## src/rtl/uart_tx_port_pkg.sv

```systemverilog
// ============================================================================
// Module   : uart_defs (package)
// Purpose  : Shared definitions for the uart_tx_port transmitter: FSM state
//            encoding, status register bit positions and the default bit
//            period.
// Revision : 1.0 - initial release
// ============================================================================
`default_nettype none

package uart_defs;

  // Transmit FSM states, 2-bit encoding.
  typedef enum logic [1:0] {
    S_IDLE  = 2'd0,
    S_START = 2'd1,
    S_DATA  = 2'd2,
    S_STOP  = 2'd3
  } state_t;

  // Status register bit positions.
  localparam int c_ST_BUSY = 0;
  localparam int c_ST_FULL = 1;
  localparam int c_ST_OVF  = 2;

  // 115200 baud at 12 MHz.
  localparam int c_DEFAULT_CLK_DIV = 104;

endpackage

`default_nettype wire

```

## src/rtl/uart_tx_port_sync_fifo.sv

```systemverilog
// ============================================================================
// Module   : sync_fifo
// Purpose  : Single-clock show-ahead FIFO. A push while full is dropped; a
//            pop in the same cycle does not make room for it.
// Ports    : clk, reset (sync, active-high), push, pop, din -> dout (head
//            entry, valid while !empty), full, empty.
// Revision : 1.0 - initial release
// ============================================================================
`default_nettype none

module sync_fifo #(
  parameter int WIDTH = 8,
  parameter int DEPTH = 8
) (
  input  logic             clk,
  input  logic             reset,
  input  logic             push,
  input  logic             pop,
  input  logic [WIDTH-1:0] din,
  output logic [WIDTH-1:0] dout,
  output logic             full,
  output logic             empty
);

  localparam int AW = $clog2(DEPTH);

  logic [WIDTH-1:0] mem_q [DEPTH];
  logic [AW-1:0]    wr_ptr_q;
  logic [AW-1:0]    rd_ptr_q;
  logic [AW:0]      count_q;
  logic             push_ok;
  logic             pop_ok;

  assign full    = (count_q == (AW+1)'(DEPTH));
  assign empty   = (count_q == '0);
  // Fullness is judged before the edge, so a simultaneous pop never frees a slot.
  assign push_ok = push && !full;
  assign pop_ok  = pop && !empty;
  assign dout    = mem_q[rd_ptr_q];

  // Storage needs no reset: entries are only read once count says they are valid.
  always_ff @(posedge clk) begin
    if (push_ok) begin
      mem_q[wr_ptr_q] <= din;
    end
  end

  // Pointers wrap naturally because DEPTH is a power of two.
  always_ff @(posedge clk) begin
    if (reset) begin
      wr_ptr_q <= '0;
      rd_ptr_q <= '0;
      count_q  <= '0;
    end else begin
      if (push_ok) begin
        wr_ptr_q <= wr_ptr_q + 1'b1;
      end
      if (pop_ok) begin
        rd_ptr_q <= rd_ptr_q + 1'b1;
      end
      case ({push_ok, pop_ok})
        2'b10:   count_q <= count_q + 1'b1;
        2'b01:   count_q <= count_q - 1'b1;
        default: count_q <= count_q;
      endcase
    end
  end

endmodule

`default_nettype wire

```

## src/rtl/uart_tx_port.sv

```systemverilog
// ============================================================================
// Module   : uart_tx_port
// Purpose  : Memory-mapped 8N1 UART transmitter. Bytes written to ADDR are
//            queued in a FIFO and shifted out LSB-first on txd. STAT_ADDR
//            reads {29'b0, overflow, full, busy}; writing bit 2 there clears
//            the sticky overflow flag.
// Ports    : clk, reset (sync, active-high), addr/wdata/wen (bus write),
//            rdata (combinational status read), txd (serial out, idles
//            high), busy (frame in progress or FIFO non-empty).
// Revision : 1.0 - initial release
// ============================================================================
`default_nettype none

module uart_tx_port
  import uart_defs::*;
#(
  parameter logic [31:0] ADDR       = 32'h0000_0000,
  parameter logic [31:0] STAT_ADDR  = 32'h0000_0004,
  parameter int          CLK_DIV    = c_DEFAULT_CLK_DIV,
  parameter int          FIFO_DEPTH = 8
) (
  input  logic        clk,
  input  logic        reset,
  input  logic [31:0] addr,
  input  logic [31:0] wdata,
  input  logic        wen,
  output logic [31:0] rdata,
  output logic        txd,
  output logic        busy
);

  localparam int             CW         = $clog2(CLK_DIV);
  localparam logic [CW-1:0]  c_CNT_LOAD = CW'(CLK_DIV - 1);

  state_t        state_q, state_d;
  logic [CW-1:0] cnt_q, cnt_d;
  logic [2:0]    bitidx_q, bitidx_d;
  logic [7:0]    shreg_q, shreg_d;
  logic          ovf_q, ovf_d;

  logic          push_req;
  logic          stat_wr;
  logic          fifo_pop;
  logic          fifo_full;
  logic          fifo_empty;
  logic [7:0]    fifo_dout;
  logic          unused_wdata;

  assign push_req     = wen && (addr == ADDR);
  assign stat_wr      = wen && (addr == STAT_ADDR);
  assign unused_wdata = ^wdata[31:8];

  sync_fifo #(
    .WIDTH (8),
    .DEPTH (FIFO_DEPTH)
  ) u_fifo (
    .clk   (clk),
    .reset (reset),
    .push  (push_req),
    .pop   (fifo_pop),
    .din   (wdata[7:0]),
    .dout  (fifo_dout),
    .full  (fifo_full),
    .empty (fifo_empty)
  );

  // Sticky overflow: a dropped write wins over a clear in the same cycle.
  always_comb begin
    ovf_d = ovf_q;
    if (stat_wr && wdata[c_ST_OVF]) begin
      ovf_d = 1'b0;
    end
    if (push_req && fifo_full) begin
      ovf_d = 1'b1;
    end
  end

  always_ff @(posedge clk) begin
    if (reset) begin
      state_q  <= S_IDLE;
      cnt_q    <= '0;
      bitidx_q <= '0;
      shreg_q  <= '0;
      ovf_q    <= 1'b0;
    end else begin
      state_q  <= state_d;
      cnt_q    <= cnt_d;
      bitidx_q <= bitidx_d;
      shreg_q  <= shreg_d;
      ovf_q    <= ovf_d;
    end
  end

  always_comb begin
    state_d  = state_q;
    cnt_d    = cnt_q;
    bitidx_d = bitidx_q;
    shreg_d  = shreg_q;
    fifo_pop = 1'b0;
    txd      = 1'b1;
    case (state_q)
      S_IDLE: begin
        if (!fifo_empty) begin
          fifo_pop = 1'b1;
          shreg_d  = fifo_dout;
          cnt_d    = c_CNT_LOAD;
          state_d  = S_START;
        end
      end
      S_START: begin
        txd = 1'b0;
        if (cnt_q == '0) begin
          cnt_d    = c_CNT_LOAD;
          bitidx_d = 3'd0;
          state_d  = S_DATA;
        end else begin
          cnt_d = cnt_q - 1'b1;
        end
      end
      S_DATA: begin
        txd = shreg_q[0];
        if (cnt_q == '0) begin
          cnt_d   = c_CNT_LOAD;
          shreg_d = {1'b0, shreg_q[7:1]};
          if (bitidx_q == 3'd7) begin
            state_d = S_STOP;
          end else begin
            bitidx_d = bitidx_q + 1'b1;
          end
        end else begin
          cnt_d = cnt_q - 1'b1;
        end
      end
      S_STOP: begin
        if (cnt_q == '0) begin
          // Chain straight into the next start bit when more data is queued.
          if (!fifo_empty) begin
            fifo_pop = 1'b1;
            shreg_d  = fifo_dout;
            cnt_d    = c_CNT_LOAD;
            state_d  = S_START;
          end else begin
            state_d = S_IDLE;
          end
        end else begin
          cnt_d = cnt_q - 1'b1;
        end
      end
      default: begin
        state_d = S_IDLE;
      end
    endcase
  end

  assign busy = (state_q != S_IDLE) || !fifo_empty;

  always_comb begin
    rdata = '0;
    if (addr == STAT_ADDR) begin
      rdata[c_ST_BUSY] = busy;
      rdata[c_ST_FULL] = fifo_full;
      rdata[c_ST_OVF]  = ovf_q;
    end
  end

endmodule

`default_nettype wire

```

## config.mk

```make
export PLATFORM = sky130hd
export DESIGN_NAME = uart_tx_port
export DESIGN_NICKNAME = d
export VERILOG_FILES = /design/src/rtl/uart_tx_port_pkg.sv /design/src/rtl/uart_tx_port_sync_fifo.sv /design/src/rtl/uart_tx_port.sv
export SDC_FILE = /design/constraint.sdc
export NUM_CORES = 1
export LEC_CHECK = 0
export BUFFER_PORTS_ARGS = -buffer_cell sky130_fd_sc_hd__buf_4
export CAP_MARGIN = 15
export CORE_UTILIZATION = 54
export DETAILED_ROUTE_END_ITERATION = 16
export HOLD_SLACK_MARGIN = 0.1
export PLACE_DENSITY = 0.79
export SETUP_SLACK_MARGIN = 0.02
export SYNTH_ARGS = -nofsm -noshare
export SYNTH_HDL_FRONTEND = slang
export SYNTH_SLANG_ARGS = --single-unit
```

## constraint.sdc

```tcl
create_clock -name clk -period 4 [get_ports clk]
set_clock_uncertainty 0.1 [all_clocks]
set_input_delay 0.6 -clock clk [delete_from_list [all_inputs] [get_ports clk]]
set_output_delay 0.6 -clock clk [all_outputs]
set_load 0.03 [all_outputs]
```

* Word level (Yosys, flattened, before mapping) *
Memories as Yosys holds them, arrays and structs flattened. A register that Yosys moved wholly into a read port is not among the register bits.
Cells that the tools add are included.

word-level totals
  register bits after elaboration = 31
  memories kept = 1
  ROM bits = 0
  input bits = 67
  latch bits = 0
  RAM bits = 64
  word-level logic and storage cells = 82
  output and inout bits = 34

cells by class
  div/mod/pow operators = 0
  add/subtract/negate cells = 6
  shift-type cells = 0
  multiplexer cells = 31
  $mul = 0
  bitwise logic cells = 0
  magnitude comparators = 0
  reductions and logical operators = 22
  eq/ne operators = 14

memory list
  name          depth  bits a word  read ports  clocked after memory_dff  wr ports  RTL line                      RTL
  u_fifo.mem_q  8      8            1           1                         1         uart_tx_port_sync_fifo.sv:27  logic [WIDTH-1:0] mem_q [DEPTH];

operators with widths
  operator                                           number
  == test 32 x 3 -> 1 bit (second input constant)    1
  logical NOT 32 bit                                 1
  2-to-1 mux 8 bit                                   3
  case mux 8 bit (3 select lines)                    1
  2-to-1 mux 7 bit                                   3
  case mux 7 bit (3 select lines)                    1
  2-to-1 mux 3 bit                                   6
  inequality test 2 bit (second input constant)      6
  2-to-1 mux 2 bit                                   5
  adder 3 x 1 -> 3 bit (second input constant)       3
  case mux 2 bit (4 select lines)                    1
  case mux 4 bit (2 select lines)                    1
  nonzero test 2 bit                                 4
  logical NOT 7 bit                                  1
  2-to-1 mux 1 bit                                   7
  subtractor 7 x 1 -> 7 bit (second input constant)  1
  == test 2 bit (second input constant)              3
  logical AND 1 bit                                  6
  case mux 3 bit (2 select lines)                    1
  AND reduction 5 bit                                1
  adder 4 x 1 -> 4 bit (second input constant)       1
  == test 2 x 1 -> 1 bit (second input constant)     2
  == test 4 bit (second input constant)              1
  logical NOT 4 bit                                  1
  other kinds (10)                                   12

* Longest topological paths before layout *
  depth after elaboration = 7
  gate-level depth with buffers = 13
  gate-level depth less buffers = 12

* Modules after synthesis *
A second synthesis with hierarchy kept.

second synthesis, totals
  cell total of the unflattened synthesis = 360
  area, all modules = 4740.8 um^2

modules (own cells, without submodules)
  module        instances  seq. area each (um^2)  cells each  area each (um^2)
  sync_fifo     1          2182.1                 167         3150.5
  uart_tx_port  1          420.4                  193         1590.3

* Worst setup path before layout *
No wires, ideal clock.

  kind = input to register
  start = in addr[18]
  end = mem u_fifo.mem_q[1][0], enable pin
  data required time = 3.502 ns
  data arrival time = 2.440 ns
  setup time = 0.398 ns
  cell stages on the path = 4
  buffers on the path = 0
  setup slack = 1.062 ns
  cell sequence = nor4_1 > and4_1 > nand4_1 > nor4b_1

on the way
  cells in the longest elaborated chain, start to end = 5

ends and longest elaborated chain
  element                                 RTL line                      RTL
  start: declaration                      uart_tx_port.sv:24            input logic [31:0] addr,
  logical NOT 32 bit                      uart_tx_port.sv:49            assign push_req = wen && (addr == ADDR);
  logical AND 1 bit                       uart_tx_port.sv:49
  logical AND 1 bit                       uart_tx_port_sync_fifo.sv:37  assign push_ok = push && !full;
  2-to-1 mux 1 bit                        uart_tx_port_sync_fifo.sv:43  if (push_ok) begin
  2-to-1 mux 1 bit (implied by the code)  uart_tx_port_sync_fifo.sv:44  mem_q[wr_ptr_q] <= din;
  end: declaration                        uart_tx_port_sync_fifo.sv:27

Every way passes these cells.

* Worst setup path after layout *
  start = reg cnt_q[0]
  end = reg u_fifo.count_q[2]

on the way
  cells in the longest elaborated chain, start to end = 6
  elaborated cells on any way between the ends = 8
  those cells by class = eq/ne: 2; mux: 3; reduce/logical: 3

ends and longest elaborated chain
  element                                                                RTL line                      RTL
  start: declaration                                                     uart_tx_port.sv:36            logic [CW-1:0] cnt_q, cnt_d;
  start signal: assignment                                               uart_tx_port.sv:87            cnt_q <= cnt_d;
  logical NOT 7 bit *                                                    uart_tx_port.sv:135           if (cnt_q == '0) begin
  2-to-1 mux 1 bit *                                                     uart_tx_port.sv:135
  case mux 1 bit (2 select lines) *                                      uart_tx_port.sv:101           case (state_q)
  logical AND 1 bit *                                                    uart_tx_port_sync_fifo.sv:38  assign pop_ok = pop && !empty;
  via u_fifo.pop_ok                                                      uart_tx_port_sync_fifo.sv:32  logic pop_ok;
  == test 2 x 1 -> 1 bit or == test 2 bit (tied branches)                uart_tx_port_sync_fifo.sv:61  case ({push_ok, pop_ok})
  case mux 4 bit (2 select lines) or nonzero test 2 bit (tied branches)  --
  end signal: assignment                                                 uart_tx_port_sync_fifo.sv:62  2'b10: count_q <= count_q + 1'b1;
  end signal: assignment                                                 uart_tx_port_sync_fifo.sv:63  2'b01: count_q <= count_q - 1'b1;
  end signal: assignment                                                 uart_tx_port_sync_fifo.sv:64  default: count_q <= count_q;
  end: declaration                                                       uart_tx_port_sync_fifo.sv:30  logic [AW:0] count_q;

Mark *: on every way through the listed nets, which the timed path passes. The rest lies on a longest branch.
A chain may end at the register's enable or synchronous reset.

==> impl_metrics.yaml <==
worst_setup_path:
  r2r_slack_ns: 1.05
  worst_ep_required_time_ns: 4.19
  critical_path.top_delay_family: "simple AND/OR/NAND/NOR gates"
  max_stage_delay_ns: 0.41
  critical_path_class: "flop to flop"
  worstRegToRegCells: 12
  cp_max_fo: 4
  crit_top_cell: "ha_1"
  crit_path_cell_trace: "inv_1 > ha_1 > nor2b_1 > a31oi_2 > nor3_1 > ha_1 > xor2_1 > ha_1 > a21oi_1 > xor2_1 > or3_1 > a21oi_1"
  timing.rr.start: "cnt_q[0]"
  cp_slowest_cell: "nor3_1"
  setup.worst_path.end_class: "flop"
  start_kind: "flop"
  arrival_ns: 3.14
  reg2reg_to: "u_fifo.count_q[2]"
  crit_cells: 12
  path_buf_inv: 1
yosys:
  synth-seq-cells: 98
  synth_edf_count: 64
  yosys.cell_types.count: 55
  syn-cell-area_sq_um: 4690
  synth-async-reset-ratio: 0
  synth_area_per_cell_sq_um: 12.7
  yosysSeqAreaShare: 0.555
  synth_top_flop_cell: "edfxtp_1"
  postSynthCellCount: 369
  ys_warn_count: 0
flow_run:
  drv_cap: 0
routing:
  dr_total_vias: 3051
  wl_per_cell_um: 16.0
  vias_per_cell: 5.75
  top_layer: "met4"
  wl_met2_um: 4320
  ant_nets: 0
  drt_pass1_iterations: 4
  drcViolationCount: 0
  drtIter0Drc: 195
  wl_met1_um: 3590
  wl_met3_um: 441
  route.final.wire_length_um: 8490
placement:
  finalWeightedCongestion: 0.782
  dp_hpwl_um: 5910
  pre_cts_ws_ns: 0.928
  portBuffers: 47
clock_network:
  cts_tree: "done"
  cts_root_buf: "clkbuf_8"
  hold_buffers: 0
  clk_path_buf_depth: 2
  clk_pin_slew_ns: 0.09
  cts_resized: 0
  clk_latency_ns: 0.35
  clock_sinks: 98
  cts_buffers: 9
  cts_setup_buffers: 0
  htreeDepth: 3
final_layout:
  diodes: 0
  nNetsFinal: 502
  multi_input_area_sq_um: 1880
  nFillCells: 608
  seq_area_sq_um: 2600
  drive_above_1_share: 0.249
  area_growth_pct: 12.4
sta:
  relSlewSlack: 0.499
  hold_violations: 0
  fin_crit_ns: 2.95
  timing.hold.ws_ns: 0.361
  worst_slew_pin_slew_ns: 0.750
  fin_setup_tns_ns: 0
  setup_slack_ns: 1.05
  fin_crit_sh: 0.737
  rsz0062_at_grt: "false"
  setup_viol: 0
  fmax_ghz: 0.339
  maxSlewViolCount: 0
power:
  p_leak_nw: 1.94
  powerDensity_nw_per_um2: 358
  max-vdd-ir-drop_uv: 183
grt:
  grt_pass1_wl_um: 13500
  grt_max_degree: 28
  antenna_found_initial: 0
  grt_pass1_vias: 2836
  grt-ovfl-total: 0
  grt_use_total: 0.201
worst_hold_path:
  hold_depth: 2
  min_to: "bitidx_q[2]"
  worstHoldPathType: "flop to flop"
  worstHoldStart: "bitidx_q[2]"
floorplan:
  rows: 33
  initial_core_util: 0.565
  fp.dieW_um: 95.2
  fp.dieArea_sq_um: 9060
  fp.dieH_um: 95.2
  core_area_sq_um: 8300
  pin_count: 101
run_status:
  status: "completed"
[through the flow]
stage | instances | total power, mW | cell area [sq um] | utilization
finish | 531 | 1.88 | 5270 | 0.635
CTS | 531 | 1.90 | 5270 | 0.635
floorplan | 397 | 1.27 | 4790 | -
global placement | 515 | 1.31 | 5090 | 0.613
global route | 531 | 1.96 | 5270 | 0.635
detailed placement | 515 | 1.32 | 5090 | 0.613
[metal layers]
layer / up-vias / global-route usage
met4: 0 / 0.0896
met5: - / 0
met3: 10 / 0.0295
met2: 118 / 0.350
met1: 1451 / 0.248
li1: 1472 / -
[cells by family after synthesis]
group	Yosys count	synth area share
adder cells (fa/ha/maj)	14	0.0374
AND/OR/NAND/NOR	101	0.123
multiplexers	32	0.112
flip-flops	98	0.555
other	1	0.000800
XOR/XNOR	4	0.00747
AO/OA/AOI/OAI	64	0.0945
buffers and inverters	55	0.0697
[worst min-delay path: cells and delay by family, from the launching register on]
family / cells / cell delay, ns
flops: 1 / 0.32
compound gates: 1 / 0.05
simple gates: 1 / 0.05
[final cells by class]
| class | count | share of cell area |
|---|---|---|
| timing repair buffer | 59 | 0.0841 |
| sequential | 98 | 0.494 |
| clock inverter | 7 | 0.0109 |
| tap | 105 | 0.0249 |
| multi-input combinational | 244 | 0.356 |
| inverter | 9 | 0.00641 |
| clock buffer | 9 | 0.0235 |
[synthesized netlist by cell type (2+ instances only)]
cell	count	area, sq um
mux4_2	16	360
nand4b_1	2	17.5
and3_1	3	18.8
o21ai_0	16	80.1
nand2_1	21	78.8
a221oi_1	3	26.3
nor2b_1	5	31.3
xor2_1	4	35.0
mux2i_1	11	110
inv_1	9	33.8
nor4_1	10	62.6
a31o_2	2	17.5
o2111ai_1	2	17.5
nor3_1	13	65.1
nor4b_1	3	26.3
nor4_4	2	42.5
clkbuf_1	11	41.3
ha_1	14	175
a22o_1	6	52.6
dfxtp_1	34	681
o22ai_1	2	12.5
nand4_1	5	31.3
nand2b_1	4	25.0
or4_1	4	30.0
a21oi_1	13	65.1
a311oi_1	2	17.5
buf_4	29	218
buf_1	2	7.51
o31ai_1	4	30.0
and4_1	2	17.5
buf_2	3	15.0
edfxtp_1	64	1920
nor2_1	21	78.8
mux2_2	5	56.3
a211oi_1	2	15.0
[worst max path at each step]
stage / to / from
after floorplan: u_fifo.mem_q[1][0] / addr[18]
final: u_fifo.count_q[2] / cnt_q[0]
after CTS: u_fifo.count_q[2] / cnt_q[0]
after detailed placement: u_fifo.count_q[2] / addr[17]
after global placement: u_fifo.count_q[2] / addr[17]
after global routing: u_fifo.count_q[2] / cnt_q[0]
[flip-flops by register name (all words and copies together) (netlist names), named ones only]
name	count
bitidx_q	3
cnt_q	7
ovf_q	1
shreg_q	8
state_q	2
u_fifo.count_q	4
u_fifo.mem_q	64
u_fifo.rd_ptr_q	3
u_fifo.wr_ptr_q	3
[report_power, final]
group,switching [mW],internal [mW]
Sequential,0.00434,1.08
Clock,0.349,0.237
Combinational,0.142,0.0722
Total,0.495,1.39
[cells in the final DEF, fill, tap and decap left out, drive strengths merged, types with 7 or more instances in the layout]
cell	instances
nor2	21
nor3	13
mux4	16
mux2i	11
a22o	7
inv	14
clkbuf	9
dfxtp	34
buf	59
edfxtp	64
o21ai	16
nor4	13
conb	29
a21oi	13
nand2	21
ha	14
(Power assumes the default switching activity.)
